`src/rtl/sdram_uart_cmd.sv`:
```
`default_nettype none
// =============================================================================
// Module : sdram_uart_cmd
// Brief  : 8N1 UART command frames -> single-word SDRAM write/read requests,
//          read data returned on a valid/ready response port.
//          Optional frame gap timeout: define SDRAM_CMD_TIMEOUT_EN.
// Rev    : 1.0  initial release
// =============================================================================
module sdram_uart_cmd #(
  parameter int CLKS_PER_BIT = 217,
  parameter int ADDR_WIDTH   = 19,
  parameter int DATA_WIDTH   = 32
) (
  input  logic                  clk,
  input  logic                  rst_n,
  input  logic                  uart_rx,
  output logic                  wr_req,
  output logic [ADDR_WIDTH-1:0] wr_ad,
  output logic [DATA_WIDTH-1:0] wr_data,
  input  logic                  wr_granted,
  output logic                  rd_req,
  output logic [ADDR_WIDTH-1:0] rd_ad,
  input  logic                  rd_granted,
  input  logic                  rd_valid,
  input  logic [DATA_WIDTH-1:0] rd_data,
  output logic                  rsp_valid,
  output logic [DATA_WIDTH-1:0] rsp_data,
  input  logic                  rsp_rdy,
  output logic                  err
);

  localparam int                 c_cnt_w     = $clog2(CLKS_PER_BIT);
  localparam logic [c_cnt_w-1:0] c_bit_last  = c_cnt_w'(CLKS_PER_BIT - 1);
  localparam logic [c_cnt_w-1:0] c_half_last = c_cnt_w'(CLKS_PER_BIT / 2 - 1);

  localparam logic [1:0] c_rx_idle  = 2'd0;
  localparam logic [1:0] c_rx_start = 2'd1;
  localparam logic [1:0] c_rx_data  = 2'd2;
  localparam logic [1:0] c_rx_stop  = 2'd3;

  localparam logic [2:0] c_st_idle = 3'd0;
  localparam logic [2:0] c_st_addr = 3'd1;
  localparam logic [2:0] c_st_data = 3'd2;
  localparam logic [2:0] c_st_wr   = 3'd3;
  localparam logic [2:0] c_st_rd   = 3'd4;
  localparam logic [2:0] c_st_rdw  = 3'd5;
  localparam logic [2:0] c_st_rsp  = 3'd6;

  localparam logic [7:0] c_op_wr = 8'h57;
  localparam logic [7:0] c_op_rd = 8'h52;

  // RX front end
  logic               rx_s1_q, rx_s2_q, rx_prev_q;
  logic [1:0]         rx_state_q, rx_state_d;
  logic [c_cnt_w-1:0] rx_cnt_q, rx_cnt_d;
  logic [2:0]         bit_idx_q, bit_idx_d;
  logic [7:0]         shift_q, shift_d;
  logic               w_start_edge, w_half_tick, w_bit_tick;
  logic               w_byte_vld, w_frame_err;

  // Frame parser
  logic [2:0]            st_q, st_d;
  logic [1:0]            byte_cnt_q, byte_cnt_d;
  logic                  is_wr_q, is_wr_d;
  logic [ADDR_WIDTH-1:0] addr_q, addr_d;
  logic [DATA_WIDTH-1:0] data_q, data_d;
  logic [DATA_WIDTH-1:0] rsp_data_q, rsp_data_d;
  logic                  wr_req_q, wr_req_d;
  logic                  rd_req_q, rd_req_d;
  logic                  rsp_valid_q, rsp_valid_d;
  logic                  err_q, err_d;
  logic                  w_op_ok, w_byte_err, w_timeout;

  assign w_start_edge = rx_prev_q & ~rx_s2_q;
  assign w_half_tick  = (rx_state_q == c_rx_start) && (rx_cnt_q == c_half_last);
  assign w_bit_tick   = (rx_cnt_q == c_bit_last);

  always_comb begin : rx_next
    rx_state_d = rx_state_q;
    case (rx_state_q)
      c_rx_idle:  if (w_start_edge) rx_state_d = c_rx_start;
      c_rx_start: if (w_half_tick) rx_state_d = rx_s2_q ? c_rx_idle : c_rx_data;
      c_rx_data:  if (w_bit_tick && bit_idx_q == 3'd7) rx_state_d = c_rx_stop;
      c_rx_stop:  if (w_bit_tick) rx_state_d = c_rx_idle;
      default:    rx_state_d = c_rx_idle;
    endcase
  end

  always_comb begin : rx_out
    rx_cnt_d    = rx_cnt_q + 1'b1;
    bit_idx_d   = bit_idx_q;
    shift_d     = shift_q;
    w_byte_vld  = 1'b0;
    w_frame_err = 1'b0;
    case (rx_state_q)
      c_rx_idle: begin
        rx_cnt_d  = '0;
        bit_idx_d = 3'd0;
      end
      c_rx_start: if (w_half_tick) rx_cnt_d = '0;
      c_rx_data: if (w_bit_tick) begin
        rx_cnt_d  = '0;
        shift_d   = {rx_s2_q, shift_q[7:1]};
        bit_idx_d = bit_idx_q + 3'd1;
      end
      c_rx_stop: if (w_bit_tick) begin
        w_byte_vld  = rx_s2_q;
        w_frame_err = ~rx_s2_q;
      end
      default: rx_cnt_d = '0;
    endcase
  end

`ifdef SDRAM_CMD_TIMEOUT_EN
  localparam int                to_w      = $clog2(16 * CLKS_PER_BIT);
  localparam logic [to_w-1:0]   c_to_last = to_w'(16 * CLKS_PER_BIT - 1);
  logic [to_w-1:0] to_cnt_q, to_cnt_d;

  // Measures time since the last start edge; saturates so an idle line stays "expired".
  assign to_cnt_d  = w_start_edge ? '0 : ((to_cnt_q == c_to_last) ? to_cnt_q : to_cnt_q + 1'b1);
  assign w_timeout = (st_q == c_st_addr || st_q == c_st_data) && (to_cnt_q == c_to_last);

  always_ff @(posedge clk or negedge rst_n) begin
    if (!rst_n) to_cnt_q <= '0;
    else        to_cnt_q <= to_cnt_d;
  end
`else
  assign w_timeout = 1'b0;
`endif

  assign w_op_ok    = (shift_q == c_op_wr) || (shift_q == c_op_rd);
  assign w_byte_err = w_byte_vld &&
                      ((st_q == c_st_idle && !w_op_ok) ||
                       (st_q inside {c_st_wr, c_st_rd, c_st_rdw, c_st_rsp}));

  always_comb begin : parse_next
    st_d = st_q;
    case (st_q)
      c_st_idle: if (w_byte_vld && w_op_ok) st_d = c_st_addr;
      c_st_addr: begin
        if (w_frame_err || w_timeout)              st_d = c_st_idle;
        else if (w_byte_vld && byte_cnt_q == 2'd2) st_d = is_wr_q ? c_st_data : c_st_rd;
      end
      c_st_data: begin
        if (w_frame_err || w_timeout)              st_d = c_st_idle;
        else if (w_byte_vld && byte_cnt_q == 2'd3) st_d = c_st_wr;
      end
      c_st_wr:  if (wr_granted) st_d = c_st_idle;
      c_st_rd:  if (rd_granted) st_d = rd_valid ? c_st_rsp : c_st_rdw;
      c_st_rdw: if (rd_valid) st_d = c_st_rsp;
      c_st_rsp: if (rsp_rdy) st_d = c_st_idle;
      default:  st_d = c_st_idle;
    endcase
  end

  always_comb begin : parse_out
    is_wr_d    = is_wr_q;
    byte_cnt_d = byte_cnt_q;
    addr_d     = addr_q;
    data_d     = data_q;
    rsp_data_d = rsp_data_q;
    case (st_q)
      c_st_idle: if (w_byte_vld && w_op_ok) begin
        is_wr_d    = (shift_q == c_op_wr);
        byte_cnt_d = 2'd0;
        addr_d     = '0;
      end
      c_st_addr: if (w_byte_vld && !w_frame_err) begin
        addr_d     = {addr_q[ADDR_WIDTH-9:0], shift_q};
        byte_cnt_d = (byte_cnt_q == 2'd2) ? 2'd0 : byte_cnt_q + 2'd1;
      end
      c_st_data: if (w_byte_vld) begin
        data_d     = {data_q[DATA_WIDTH-9:0], shift_q};
        byte_cnt_d = byte_cnt_q + 2'd1;
      end
      c_st_rd:  if (rd_granted && rd_valid) rsp_data_d = rd_data;
      c_st_rdw: if (rd_valid) rsp_data_d = rd_data;
      default: ;
    endcase
    wr_req_d    = (st_d == c_st_wr);
    rd_req_d    = (st_d == c_st_rd);
    rsp_valid_d = (st_d == c_st_rsp);
    err_d       = w_frame_err | w_byte_err | w_timeout;
  end

  always_ff @(posedge clk or negedge rst_n) begin
    if (!rst_n) begin
      rx_s1_q     <= 1'b1;
      rx_s2_q     <= 1'b1;
      rx_prev_q   <= 1'b1;
      rx_state_q  <= c_rx_idle;
      rx_cnt_q    <= '0;
      bit_idx_q   <= 3'd0;
      shift_q     <= 8'd0;
      st_q        <= c_st_idle;
      byte_cnt_q  <= 2'd0;
      is_wr_q     <= 1'b0;
      addr_q      <= '0;
      data_q      <= '0;
      rsp_data_q  <= '0;
      wr_req_q    <= 1'b0;
      rd_req_q    <= 1'b0;
      rsp_valid_q <= 1'b0;
      err_q       <= 1'b0;
    end else begin
      rx_s1_q     <= uart_rx;
      rx_s2_q     <= rx_s1_q;
      rx_prev_q   <= rx_s2_q;
      rx_state_q  <= rx_state_d;
      rx_cnt_q    <= rx_cnt_d;
      bit_idx_q   <= bit_idx_d;
      shift_q     <= shift_d;
      st_q        <= st_d;
      byte_cnt_q  <= byte_cnt_d;
      is_wr_q     <= is_wr_d;
      addr_q      <= addr_d;
      data_q      <= data_d;
      rsp_data_q  <= rsp_data_d;
      wr_req_q    <= wr_req_d;
      rd_req_q    <= rd_req_d;
      rsp_valid_q <= rsp_valid_d;
      err_q       <= err_d;
    end
  end

  assign wr_req    = wr_req_q;
  assign wr_ad     = addr_q;
  assign wr_data   = data_q;
  assign rd_req    = rd_req_q;
  assign rd_ad     = addr_q;
  assign rsp_valid = rsp_valid_q;
  assign rsp_data  = rsp_data_q;
  assign err       = err_q;

endmodule
`default_nettype wire
```
`config.mk`:
```
export PLATFORM = sky130hd
export DESIGN_NAME = sdram_uart_cmd
export DESIGN_NICKNAME = d
export VERILOG_FILES = /design/src/rtl/sdram_uart_cmd.sv
export SDC_FILE = /design/constraint.sdc
export NUM_CORES = 1
export LEC_CHECK = 0
export CORE_ASPECT_RATIO = 0.75
export CORE_MARGIN = 8
export CORE_UTILIZATION = 30
export DETAILED_ROUTE_END_ITERATION = 12
export PLACE_DENSITY = 0.62
export REMOVE_ABC_BUFFERS = 1
export SYNTH_ARGS = -nofsm -noshare
export SYNTH_HDL_FRONTEND = slang
export SYNTH_SLANG_ARGS = --single-unit
export TNS_END_PERCENT = 10
```
`constraint.sdc`:
```
create_clock -name clk -period 4.84 [get_ports clk]
set_input_delay 0.484 -clock clk [delete_from_list [all_inputs] [get_ports clk]]
set_output_delay 0.484 -clock clk [all_outputs]
set_load 0.02 [all_outputs]
```
After elaboration in Yosys (flattened, before gate mapping) --
Cells that the tools add are included. W data, S select, Z words.
Word-level totals: register bits after elaboration 117, input bits 39, output and inout bits 106, word-level logic and storage cells 118
Cells by class: $add $sub $neg 3, equal/unequal tests 29, muxes and demuxes 38, bitwise gates (word level) 3, reduce and logical (&&, ||, !) cells 28
Operators by type and width (number):
- $mux W32 | 2
- $pmux W32 S2 | 1
- $mux W19 | 2
- $pmux W19 S2 | 1
- $mux W3 | 11
- $eq A8 B7 Y1 const B | 3
- $pmux W8 S3 | 1
- $pmux W3 S7 | 1
- $mux W2 | 10
- $eq A3 B3 Y1 const B | 6
- $mux W8 | 2
- $ne A2 B2 Y1 const B | 8
- $eq A3 B2 Y1 const B | 3
- $logic_and A1 B1 Y1 | 9
- $add A8 B1 Y8 const B | 1
- $eq A2 B2 Y1 const B | 4
- $eq A8 B8 Y1 const B | 1
- $pmux W2 S4 | 1
- $reduce_and A2 Y1 | 4
- $reduce_and A4 Y1 | 2
- $pmux W2 S3 | 1
- $pmux W3 S2 | 1
- $reduce_and A3 Y1 | 2
- $reduce_bool A2 Y1 | 3
- other kinds (15) | 21

Depth between registers and ports, before layout --
Gate-level depths: netlist (run 1).
depth in word-level cells 8, mapped depth 9

Worst setup path before layout (run 1) --
Ideal clock, no wire load.
kind flip-flop to flip-flop, start reg rx_cnt_q[0], end reg shift_q[0], library setup time 0.125 ns, arrival time 1.768 ns, slack 2.948 ns, stages on the path, launching flop included 9, buffers on the path 1, period minus slack after synthesis 1.892 ns, cells stage by stage dfrtp_1 inv_1 ha_1 and4b_1 nand2_1 nor2_1 and2_1 buf_2 mux2_2
Between the ends: cells in the longest elaborated chain, start to end 2
Ends and longest elaborated chain:
- start, declared | line 55 | logic [c_cnt_w-1:0] rx_cnt_q, rx_cnt_d;
- start signal, assigned | line 210 | rx_cnt_q <= rx_cnt_d;
- $eq A8 B8 Y1 | line 76 | assign w_bit_tick = (rx_cnt_q == c_bit_last);
- $reduce_and A2 Y1 (no source line)
- end signal, assigned | line 212 | shift_q <= shift_d;
- end, declared | line 57 | logic [7:0] shift_q, shift_d;
No other way between the ends. A chain may end at the register's enable or synchronous reset.

Final worst setup path (run 1) --
start reg rx_cnt_q[0], end reg wr_req_q (netlist: wr_req)
Between the ends: cells in the longest elaborated chain, start to end 8, elaborated cells on any way between the ends 15, those cells by class 2 x eq/ne; 10 x mux; 3 x reduce/logical
Ends and longest elaborated chain:
- $eq A8 B8 Y1 * | line 76
- $mux W1 | line 106 | c_rx_stop: if (w_bit_tick) begin
- $mux W1 | line 95 | case (rx_state_q)
- $logic_and A1 B1 Y1, on equally long branches | line 146, 142
- $mux W3, on equally long branches | line 146, 142
- $mux W3, on equally long branches | line 145, 141
- $pmux W3 S7 * | line 138 | case (st_q)
- net st_d[0] | line 62 | logic [2:0] st_q, st_d;
- $eq A3 B2 Y1 * | line 180 | wr_req_d = (st_d == c_st_wr);
- net wr_req_d | line 68 | logic wr_req_q, wr_req_d;
- end signal, assigned | line 219 | wr_req_q <= wr_req_d;
- end, declared | line 68
The timed path passes the listed nets; every way through them passes the cells marked *.

==> run_results.csv, run 1 <==
group,metric,value,unit
run_status,status,"complete, no violations",
power_and_ir_drop,seqPwrFrac,42.3,%
power_and_ir_drop,p_leak,3.28,nW
floorplanning,core,0.0166,sq mm
floorplanning,dieHeight,128,um
final_layout,area_growth,42.5,%
clock_network,clock_latency,0.41,ns
global_routing,grt_max_degree,72,
routing,dr_total_vias,3526,
synth,synthArstFlopShare,100,%
clock_network,cts_resized,0,
run,cap_violations,0,
synth,ys_types,47,
critical_path,required,5.17,ns
power_and_ir_drop,p_per_area,337,mW/mm^2
power_and_ir_drop,ir_worst_vdd,294,uV
synth,yosysWarnings,0,
timing,relSlewSlack,30.1,%
synth,synth_area_per_cell,12.5,sq um
floorplanning,die-area,0.0212,sq mm
critical_path,path_buf_inv,1,
critical_path,startpoint_type,"flip-flop",
critical_path,reg2reg_slack,2.13,ns
routing,wl_per_cell,16.9,um
critical_path,reg2reg_depth,7,
routing,drc,0,
final_layout,nets,576,
power_and_ir_drop,clkPwrFrac,53.0,%
floorplanning,io_pins,145,
timing,layout_setup_ws,2.13,ns
synth,syn-cell-area,0.00502,sq mm
routing,drt-initial-drc-count,270,
power_and_ir_drop,switchingPower,0.554,mW
routing,drtAntennaViolNets,0,
placement,place_congestion,0.805,
timing,setup_viol,0,
synth,synth_edf_count,0,
critical_path,critPathMaxFanout,22,
floorplanning,die_x,165,um
critical_path,max_stage_delay,0.68,ns
critical_path,path_cells,"inv_1 > ha_1 > and4b_1 > nand3_1 > nor3_1 > a211o_1 > nor2b_1",
timing,slew_violations,0,
synth,seq_area_frac_synth,58.4,%
timing,finClkSkew,0.00945,ns
clock_network,cts.sinks,117,
clock_network,root_buffer,"clkbuf_16",
critical_path,critPathTopFamily,"simple AND/OR/NAND/NOR gates",
clock_network,cts_tree,"built",
global_routing,grtUsageTotal,12.2,%
final_layout,stdcell_count,757,
clock_network,cts_setup_buffers,0,
clock_network,clk_path_buf_depth,2,
placement,pre_cts_ws,2.10,ns
final_layout,antenna_cells,0,
power_and_ir_drop,switching_share,23.0,%
timing,rsz0062_at_grt,"no",
critical_path,critPathSlowestCell,"nor3_1",
critical_path,end_kind,"flip-flop",
routing,vias_per_cell,4.66,
floorplanning,rows,41,
timing,worst_pin_slew,1.05,ns
clock_network,cts_hold_buf,0,
critical_path,cp.depth,7,
global_routing,grt_overflow,0,
floorplanning,initial_utilization,30.2,%
global_routing,grt_antenna_before_repair,0,
synth,syn_inst,402,
global_routing,grt_pass1_wl,20400,um
timing,fmax,369,MHz
routing,firstDrtPassIters,4,
placement,io_buffer_count,144,
placement,place_hpwl,9040,um
critical_path,critPathKind,"reg -> reg",
global_routing,grt_pass1_vias,3772,
critical_path,cp.arrival,3.04,ns
timing,tns,0,ns
placement,place_inst,725,
final_layout,layout-drive-gt1-share,22.0,%
worst_hold_path,hp-class,"in -> async",
timing,whs,0.192,ns
timing,finalCritPeriodShare,55.9,%
routing,routed_wl,12800,um
clock_network,cts.clk_slew.worst_paths,0.05,ns
timing,period_minus_slack,2.71,ns
clock_network,cts_buffers,17,
synth,ys.flop_type,"dfrtp_1",
power_and_ir_drop,internal-power,1.86,mW
timing,finalHoldViolCount,0,
power_and_ir_drop,comb_power_share,4.7,%
clock_network,cts_htree_levels,4,
synth,synth.ff_latch_count,117,
worst paths after layout:
check | startpoint | end
max in group asynchronous | rst_n | wr_data[0]
min | rst_n | rsp_data[28]
min in group clk | rx_s1_q | rx_s2_q
max reg2reg | rx_cnt_q[0] | wr_req
max | rx_cnt_q[0] | wr_req
min reg2reg | rx_s1_q | rx_s2_q
cells by family after synthesis:
group	count (synthesis)	share of synthesized area, %
AOI/OAI and AO/OA	52	6.71
buffers and inverters	49	5.44
muxes	72	16.2
DFF	117	58.4
xor gates and xnor gates	8	1.40
adders and majority gates	8	2.00
and+or+nand+nor	96	9.88
cell type report:
class / instances / area [sq um]
clock buffers: 17 / 425
clock inverters: 15 / 181
fillers: 1524 / 9470
inverters: 10 / 37.5
multi-input cells: 236 / 1840
flip-flops and latches: 117 / 2930
well taps: 215 / 269
repair buffers: 147 / 1460
per-layer routing:
layer  global-route usage (%)  wire length, um
met1                     15.8             5690
met2                     18.6             5780
met3                     4.04             1210
met4                     4.56              129
met5                        0                0
registers in the layout, indices dropped and copies added, names as in the netlist, named ones only:
signal,count
shift_q,8
rx_s2_q,1
byte_cnt_q,2
is_wr_q,1
rx_prev_q,1
rd_ad,19
bit_idx_q,3
wr_data,32
st_q,3
rx_cnt_q,8
rx_state_q,1
wr_req,1
rsp_valid,1
rsp_data,32
err,1
rd_req,1
rx_s1_q,1
power by group through the flow:
stage	Clock (mW)	Sequential, mW	Combinational (mW)
6_report	1.28	1.02	0.113
5_1_grt	1.35	1.02	0.131
4_1_cts	1.31	1.02	0.116
3_5_place_dp	0	1.04	0.115
3_3_place_gp	0	1.03	0.114
2_1_floorplan	0	1.03	0.0488
through the flow:
step,area [sq um],util [%],power [mW]
floorplan,4780,-,1.08
global placement,6540,39.4,1.15
detailed placement,6540,39.4,1.15
CTS,7150,43.0,2.45
global route,7150,43.0,2.51
finish,7150,43.0,2.41
cells in the final DEF, fill, tap and decap left out, types with 2 or more instances in the layout:
cell type / Yosys / routed
a21oi_1: 8 / 8
a22o_1: 6 / 6
and2_1: 2 / 2
and3_1: 2 / 2
buf_4: 20 / 4
bufinv_16: 0 / 3
clkbuf_16: 0 / 17
clkdlybuf4s50_1: 0 / 143
clkinv_2: 0 / 2
clkinv_4: 0 / 3
clkinvlp_4: 0 / 5
dfrtp_1: 114 / 114
dfstp_2: 3 / 3
ha_1: 8 / 8
inv_1: 10 / 10
inv_6: 0 / 2
mux2_2: 72 / 72
nand2_1: 27 / 27
nand3_1: 25 / 25
nor2_1: 17 / 17
nor2b_1: 3 / 3
nor3_1: 5 / 5
nor3b_1: 3 / 2
nor3b_2: 1 / 2
o21ai_0: 24 / 24
xnor2_1: 6 / 6
xor2_1: 2 / 2
synthesized netlist by cell type (2+ instances only):
library cell	count	share of area, %
dfrtp_1	114	57
mux2_2	72	16
nand2_1	27	2.0
nand3_1	25	2.5
o21ai_0	24	2.4
buf_4	20	3.0
nor2_1	17	1.3
buf_2	11	1.1
inv_1	10	0.75
a21oi_1	8	0.80
clkbuf_1	8	0.60
ha_1	8	2.0
a22o_1	6	1.0
xnor2_1	6	1.0
nor3_1	5	0.50
dfstp_2	3	1.6
nor2b_1	3	0.37
nor3b_1	3	0.45
and2_1	2	0.25
and3_1	2	0.25
xor2_1	2	0.35
No activity file was read; power rests on OpenSTA's default activity.
==> inputs of run 2 (changes only) <==
==> constraint.sdc (replaced) <==
create_clock -name clk -period 2.7 [get_ports clk]
set_input_delay 0.27 -clock clk [delete_from_list [all_inputs] [get_ports clk]]
set_output_delay 0.27 -clock clk [all_outputs]
set_load 0.02 [all_outputs]
==> run 2 against run 1 <==
  * Setup slack worse by 1.7 ns
  * Critical path type unchanged
  * Sequential power is 79% higher
  * Sequential share of layout area is 0.84 points lower
  * Global-route usage is 0.13 points lower
  * Critical endpoint is now shift_q[3]
  * Core utilization is 0.90 points higher
  * Power is 96% higher
  * Maximum frequency is 22% higher
==> run_results.csv, run 2 (synthesis gave the netlist of run 1 again) <==
group,metric,value,unit
run_status,status,"complete, no violations",
clock_network,cts_tree,"built",
timing,rsz0062_at_grt,"no",
clock_network,clock_latency,0.40,ns
floorplanning,io_pins,145,
timing,tns,0,ns
timing,slew_violations,0,
final_layout,final_common_cell,"clkdlybuf4s50_1",
routing,drt-initial-drc-count,240,
run,cap_violations,0,
timing,whs,0.277,ns
global_routing,grt_pass1_wl,20200,um
clock_network,cts_setup_buffers,0,
floorplanning,initial_utilization,30.2,%
power_and_ir_drop,p_leak,3.36,nW
global_routing,grt_overflow,0,
routing,routed_wl,12700,um
floorplanning,core,0.0166,sq mm
timing,setup_viol,0,
final_layout,nets,581,
clock_network,cts.sinks,117,
routing,dr_total_vias,3585,
timing,worst_pin_slew,0.635,ns
clock_network,cts.clk_slew.worst_paths,0.05,ns
clock_network,clk_path_buf_depth,2,
final_layout,layout-drive-gt1-share,22.5,%
timing,finClkSkew,0.00772,ns
final_layout,antenna_cells,0,
timing,finalCritPeriodShare,82.3,%
power_and_ir_drop,p_per_area,646,mW/mm^2
final_layout,fin_util,43.9,%
clock_network,cts_buffers,17,
critical_path,reg2reg_depth,7,
routing,vias_per_cell,4.70,
clock_network,root_buffer,"clkbuf_16",
critical_path,cp-startpoint,"rx_cnt_q[0]",
clock_network,cts_htree_levels,4,
floorplanning,dieHeight,128,um
critical_path,cp.arrival,2.51,ns
critical_path,rr_endpoint,"shift_q[3]",
timing,relSlewSlack,57.7,%
global_routing,grtUsageTotal,12.1,%
critical_path,critPathKind,"reg -> reg",
placement,place_hpwl,9030,um
timing,finalHoldViolCount,0,
final_layout,fill_cells,1506,
critical_path,reg2reg_slack,0.48,ns
critical_path,r2r-start,"rx_cnt_q[0]",
final_layout,multi_input_area,0.00184,sq mm
timing,layout_setup_ws,0.477,ns
placement,place_area,0.00659,sq mm
placement,place_congestion,0.806,
critical_path,required,2.98,ns
worst_hold_path,hp-class,"in -> reg",
final_layout,final_area,0.00730,sq mm
floorplanning,die-area,0.0212,sq mm
placement,io_buffer_count,144,
routing,wl_per_cell,16.7,um
floorplanning,die_x,165,um
final_layout,area_growth,45.5,%
global_routing,grt_antenna_before_repair,0,
floorplanning,rows,41,
final_layout,layout_common_cells,"clkdlybuf4s50_1, dfrtp_1, mux2_2",
critical_path,critPathMaxFanout,8,
clock_network,cts_resized,0,
global_routing,grt_pass1_vias,3790,
placement,pre_cts_ws,0.543,ns
routing,drtAntennaViolNets,0,
routing,drc,0,
routing,firstDrtPassIters,4,
critical_path,end_kind,"flip-flop",
timing,fmax,450,MHz
timing,period_minus_slack,2.22,ns
critical_path,critical_path.endpoint,"shift_q[3]",
final_layout,seqCellArea,0.00293,sq mm
global_routing,grt_max_degree,49,
critical_path,startpoint_type,"flip-flop",
power_and_ir_drop,ir_worst_vdd,410,uV
==> run 2: power breakdown <==
part / leakage [nW] / internal [mW] / switching [mW]
clock network: 0.335 / 1.87 / 0.802
logic: 1.41 / 0.0992 / 0.114
registers: 1.62 / 1.78 / 0.0452
total: 3.36 / 3.76 / 0.961
==> run 2: worst min path at each step <==
| stage | startpoint | end | slack, ns | cells after the start |
|---|---|---|---|---|
| after floorplan | rst_n | async pin | -0.03 | 0 |
| after global placement | rst_n | rsp_data[0] | 0.27 | 1 |
| after detailed placement | rst_n | rsp_data[28] | 0.27 | 1 |
| after CTS | uart_rx | rx_s1_q | 0.27 | 1 |
| after global routing | uart_rx | rx_s1_q | 0.26 | 1 |
| final | uart_rx | rx_s1_q | 0.28 | 1 |
==> run 2: repair_timing <==
item / 4_1_cts / 5_1_grt
hold endpoints to repair: 34 / 0
hold buffers: 1 / 0
endpoints found under the setup margin: 0 / 0
==> run 2: routing by layer <==
layer | share of wire [%] | vias up | GRT usage [%] | routed length (um)
met5 | 0 | - | 0 | 0
met3 | 9.7 | 10 | 4.97 | 1240
met4 | 0.63 | 0 | 2.72 | 80
met2 | 45 | 141 | 18.6 | 5740
met1 | 45 | 1766 | 15.5 | 5670
li1 | - | 1668 | - | -
==> run 2: layout make-up <==
cell class | count | share of cell area, %
Timing Repair Buffer | 152 | 20.7
Clock inverter | 13 | 3.45
Tap cell | 215 | 3.69
Clock buffer | 19 | 6.21
Sequential cell | 117 | 40.2
Multi-Input combinational cell | 236 | 25.2
Inverter | 10 | 0.514
==> run 2: critical path, cell delays in order, from the launching register on <==
cell,delay [ns]
dfrtp_1,0.41
inv_1,0.09
ha_1,0.18
and4b_1,0.25
nand2_1,0.19
nor2_1,0.22
and2_1,0.39
mux2_2,0.39
==> run 2: through the flow <==
step,power (mW),cells
6_report,4.72,762
5_1_grt,4.90,762
4_1_cts,4.78,762
3_5_place_dp,2.07,729
3_3_place_gp,2.06,729
2_1_floorplan,1.93,363
